`src/rtl/bp_me_io_load_arbiter.sv`:
```
// Round-robin arbiter sharing one host-link I/O command/response channel among
// several loaders; an in-order tag FIFO steers each response back to its issuer.
module bp_me_io_load_arbiter #(
  // Processor config selector: 0 selects BP_CFG_FLOWVAR.
  parameter int bp_params_p          = 0,
  parameter int cce_mem_msg_width_lp = (bp_params_p == 0) ? 128 : 64,
  parameter int num_req_p            = 2,
  parameter int max_outstanding_p    = 4,
  localparam int msg_w = cce_mem_msg_width_lp,
  localparam int cnt_w = $clog2(max_outstanding_p + 1)
) (
  input  logic                         clk_i,
  input  logic                         reset_i,
  input  logic [num_req_p*msg_w-1:0]   req_cmd_i,
  input  logic [num_req_p-1:0]         req_cmd_v_i,
  output logic [num_req_p-1:0]         req_cmd_ready_o,
  output logic [msg_w-1:0]             req_resp_o,
  output logic [num_req_p-1:0]         req_resp_v_o,
  input  logic [num_req_p-1:0]         req_resp_ready_i,
  output logic [msg_w-1:0]             io_cmd_o,
  output logic                         io_cmd_v_o,
  input  logic                         io_cmd_ready_i,
  input  logic [msg_w-1:0]             io_resp_i,
  input  logic                         io_resp_v_i,
  output logic                         io_resp_yumi_o,
  output logic [cnt_w-1:0]             outstanding_o,
  output logic                         err_o
);

  localparam int idx_w = $clog2(num_req_p);
  localparam int ptr_w = (max_outstanding_p > 1) ? $clog2(max_outstanding_p) : 1;

  logic [idx_w-1:0] last_q, last_d;
  logic [idx_w-1:0] fifo_q [max_outstanding_p];
  logic [idx_w-1:0] fifo_d [max_outstanding_p];
  logic [ptr_w-1:0] wptr_q, wptr_d, rptr_q, rptr_d;
  logic [cnt_w-1:0] count_q, count_d;
  logic             err_q, err_d;

  logic             credit_ok, rr_found, grant_v, push, pop, empty;
  logic [idx_w-1:0] rr_j, grant_idx, head;

  function automatic logic [ptr_w-1:0] ptr_inc(input logic [ptr_w-1:0] p);
    return (p == ptr_w'(max_outstanding_p - 1)) ? '0 : p + ptr_w'(1);
  endfunction

  assign credit_ok = (count_q != cnt_w'(max_outstanding_p));
  assign empty     = (count_q == '0);
  assign head      = fifo_q[rptr_q];

  // Search begins just after the last winner so every requester gets a turn.
  always_comb begin
    rr_found  = 1'b0;
    rr_j      = '0;
    grant_idx = '0;
    for (int k = 1; k <= num_req_p; k++) begin
      rr_j = idx_w'((int'(last_q) + k) % num_req_p);
      if (!rr_found && req_cmd_v_i[rr_j]) begin
        rr_found  = 1'b1;
        grant_idx = rr_j;
      end
    end
  end

  assign grant_v    = rr_found & credit_ok;
  assign io_cmd_v_o = grant_v;
  assign push       = grant_v & io_cmd_ready_i;

  always_comb begin
    io_cmd_o        = '0;
    req_cmd_ready_o = '0;
    for (int i = 0; i < num_req_p; i++) begin
      if (grant_v && grant_idx == idx_w'(i)) begin
        io_cmd_o           = req_cmd_i[i*msg_w +: msg_w];
        req_cmd_ready_o[i] = io_cmd_ready_i;
      end
    end
  end

  // With no tag outstanding a response is swallowed rather than left to stall the link.
  always_comb begin
    req_resp_v_o   = '0;
    io_resp_yumi_o = io_resp_v_i;
    pop            = 1'b0;
    if (!empty) begin
      req_resp_v_o[head] = io_resp_v_i;
      io_resp_yumi_o     = io_resp_v_i & req_resp_ready_i[head];
      pop                = io_resp_v_i & req_resp_ready_i[head];
    end
  end

  assign req_resp_o    = io_resp_i;
  assign outstanding_o = count_q;
  assign err_o         = err_q;

  always_comb begin
    last_d = push ? grant_idx : last_q;
    fifo_d = fifo_q;
    if (push) fifo_d[wptr_q] = grant_idx;
    wptr_d = push ? ptr_inc(wptr_q) : wptr_q;
    rptr_d = pop  ? ptr_inc(rptr_q) : rptr_q;
    case ({push, pop})
      2'b10:   count_d = count_q + cnt_w'(1);
      2'b01:   count_d = count_q - cnt_w'(1);
      default: count_d = count_q;
    endcase
    err_d = err_q | (empty & io_resp_v_i);
  end

  always_ff @(posedge clk_i or posedge reset_i) begin
    if (reset_i) begin
      last_q  <= idx_w'(num_req_p - 1);
      wptr_q  <= '0;
      rptr_q  <= '0;
      count_q <= '0;
      err_q   <= 1'b0;
      for (int i = 0; i < max_outstanding_p; i++) fifo_q[i] <= '0;
    end else begin
      last_q  <= last_d;
      wptr_q  <= wptr_d;
      rptr_q  <= rptr_d;
      count_q <= count_d;
      err_q   <= err_d;
      fifo_q  <= fifo_d;
    end
  end

endmodule

```
`config.mk`:
```
export PLATFORM = sky130hd
export DESIGN_NAME = bp_me_io_load_arbiter
export DESIGN_NICKNAME = d
export VERILOG_FILES = /design/src/rtl/bp_me_io_load_arbiter.sv
export SDC_FILE = /design/constraint.sdc
export NUM_CORES = 1
export LEC_CHECK = 0
export ABC_AREA = 1
export CORE_AREA = 3 3 258 260
export DETAILED_ROUTE_END_ITERATION = 16
export DIE_AREA = 0 0 261 263
export PLACE_DENSITY = 0.39
export SLEW_MARGIN = 10
export SYNTH_ARGS = -nofsm -noshare
export SYNTH_HDL_FRONTEND = slang
export SYNTH_SLANG_ARGS = --single-unit
```
`constraint.sdc`:
```
create_clock -name clk_i -period 1.95 [get_ports clk_i]
set_input_delay 0.195 -clock clk_i [delete_from_list [all_inputs] [get_ports clk_i]]
set_output_delay 0.195 -clock clk_i [all_outputs]
set_load 0.05 [all_outputs]
```
==> out/metrics.yaml <==
power_density_nw_per_um2: 1140
clockBufferDepth: 2
grt_overflow: 0
routed_wl_mm: 30.2
area_growth_pct: 201
num_vias: 5640
num_rows: 93
tritoncts: "done"
r2r-end: "outstanding_o[2]"
worstMarginPinSlew_ns: 0.516
place_inst: 1798
die_height_um: 263
drv_cap: 0
wl_per_cell_um: 16.4
syn_area_um2: 3950
hold_violations: 0
avgSynthCellArea_um2: 6.04
leakagePower_nw: 4.82
grt.total_usage_pct: 7.52
status: "finished, violations left"
clock_latency_ns: 0.24
cp.arrival_ns: 1.79
crit_path_start_kind: "register"
rsz0062_at_grt: "yes"
start_util_pct: 6.14
final.period_utilization_pct: 102
slew_violations: 0
dieArea_um2: 68600
antenna_found_initial: 3
vias_per_cell: 3.07
instances_no_fill: 1838
drt_iter0_markers: 199
cts_root_buf: "clkbuf_16"
firstDrtPassIters: 4
port_buffers: 401
layout_commonest_cell: "clkdlybuf4s50_1"
ioPinCount: 658
n_fill_cell: 7090
relSlewSlack_pct: 65.6
clk_pin_slew_ns: 0.05
grt_max_degree: 21
htree_levels: 1
die_w_um: 261
synth_nets: 1053
r2r_cells: 11
synthCells: 654
crit_required_ns: 1.75
yosys_warnings: 0
drc: 0
reg2reg_from: "outstanding_o[1]"
worst_ir_drop_vdd_mv: 0.757
layout-drive-gt1-share_pct: 53.4
critPathLaunch: "outstanding_o[1]"
cp_max_fo: 10
ant_nets: 0
rrSetupSlack_ns: 0.07
setup_ws_ns: -0.0359
crit_type: "reg2out"
ys_seq_elements: 13
final_cell_mix: "clkdlybuf4s50_1 (262), buf_12 (158), nand2_1 (115), nand2_2 (110), nand3_2 (72)"
tns_ns: -0.111
cts_made_buffers: 3
grt_pass1_vias: 5803
core_area_um2: 64300
timing.fmax_mhz: 504
finalCriticalPeriod_ns: 1.99
gp_routability_congestion: 0.783
hold_class: "in2async"
final_nets: 1382
clock_skew_ns: 0.00248
dpl.hpwl_mm: 22.2
synth.distinct_cells: 23
grt_pass1_wl_mm: 38.7
violations: "negative setup slack"
clock_sinks: 13
end_kind: "primary output"
setup_violations: 9
ys_seq_area_share_pct: 8.27
[state kept, by name, indices dropped and copies added (netlist names)]
name and cells:
outstanding_o 3, last_q 1, wptr_q 2, rptr_q 2
err_o 1, fifo_q 4
[synth_stat cells]
cell / number / area (um2)
nand2_1: 278 / 1040
buf_4: 130 / 976
nand3_1: 98 / 490
nand3_2: 40 / 400
buf_6: 22 / 248
inv_1: 20 / 75.1
buf_2: 14 / 70.1
dfrtp_1: 12 / 300
o21ai_0: 12 / 60.1
ha_1: 6 / 75.1
clkbuf_8: 4 / 55.1
a21oi_1: 3 / 15.0
nor2_1: 3 / 11.3
nand2_2: 2 / 12.5
nand2_4: 2 / 22.5
dfstp_2: 1 / 26.3
fa_1: 1 / 20.0
inv_4: 1 / 6.26
nor2_2: 1 / 6.26
nor2_4: 1 / 11.3
or2_1: 1 / 6.26
xnor2_1: 1 / 8.76
xor2_1: 1 / 8.76
[layout make-up]
cell class	instances	area, um2	share of cell area (%)
Inverter	21	81.3	0.685
Antenna cell	1	2.50	0.0211
Multi-Input combinational cell	450	3510	29.6
Clock inverter	1	5.00	0.0421
Timing Repair Buffer	494	6800	57.3
Tap cell	855	1070	9.01
Sequential cell	13	330	2.78
Clock buffer	3	75.1	0.632
[how the worst max path moves through the flow]
| stage | endpoint | cells after the start |
|---|---|---|
| final | io_cmd_o[87] | 9 |
| after global routing | io_cmd_o[38] | 10 |
| after CTS | io_cmd_o[5] | 9 |
| after detailed placement | outstanding_o[2] | 11 |
| after global placement | outstanding_o[2] | 11 |
| after floorplan | outstanding_o[2] | 10 |
[kinds of logic after synthesis]
logic type | count (synthesis) | share of synthesized area, %
compound gates | 15 | 1.90
xor+xnor | 2 | 0.444
fa+ha+maj | 7 | 2.41
buf+inv | 191 | 36.2
flops | 13 | 8.27
simple gates | 426 | 50.8
[critical path, stage by stage (launching register included)]
cell and delay [ns]:
dfrtp_2 0.37, nor2_4 0.05, nand2_2 0.09, nand2_4 0.07, nor2_4 0.20, buf_12 0.21
clkbuf_16 0.19, nand2_1 0.08, nand2_2 0.11, buf_12 0.14
[metal layers]
metal | routed length (um) | part of all wire, % | up-vias | track usage [%]
met4 | 646 | 2.1 | 6 | 1.18
met3 | 4110 | 14 | 34 | 3.76
met2 | 15400 | 51 | 461 | 14.3
met1 | 9920 | 33 | 2528 | 7.36
li1 | - | - | 2611 | -
met5 | 60 | 0.20 | - | 0.427
[metrics by stage]
stage	hold slack, ns	util [%]	setup WS [ns]	power [mW]	instance area (um2)
floorplan	0.0710	-	-0.0728	6.37	3980
global route	0.366	18.5	-0.105	14.2	11900
CTS	0.355	16.9	-0.101	12.7	10900
global placement	0.390	14.9	-0.241	11.0	9590
detailed placement	0.390	14.9	-0.213	10.9	9590
finish	0.313	18.5	-0.0359	13.5	11900
[report_power, final]
group	internal, mW	switching, mW	leakage, nW
Clock	0.273	0.115	0.0409
Sequential	0.405	0.101	0.152
Combinational	5.85	6.75	4.62
[what timing repair did]
action,CTS,global route
setup buffers,18,2
pin swaps,62,108
hold buffers,0,0
gates cloned,11,9
endpoints found under the setup margin,128,131
gates resized for setup,215,175
(Power assumes the default switching activity.)
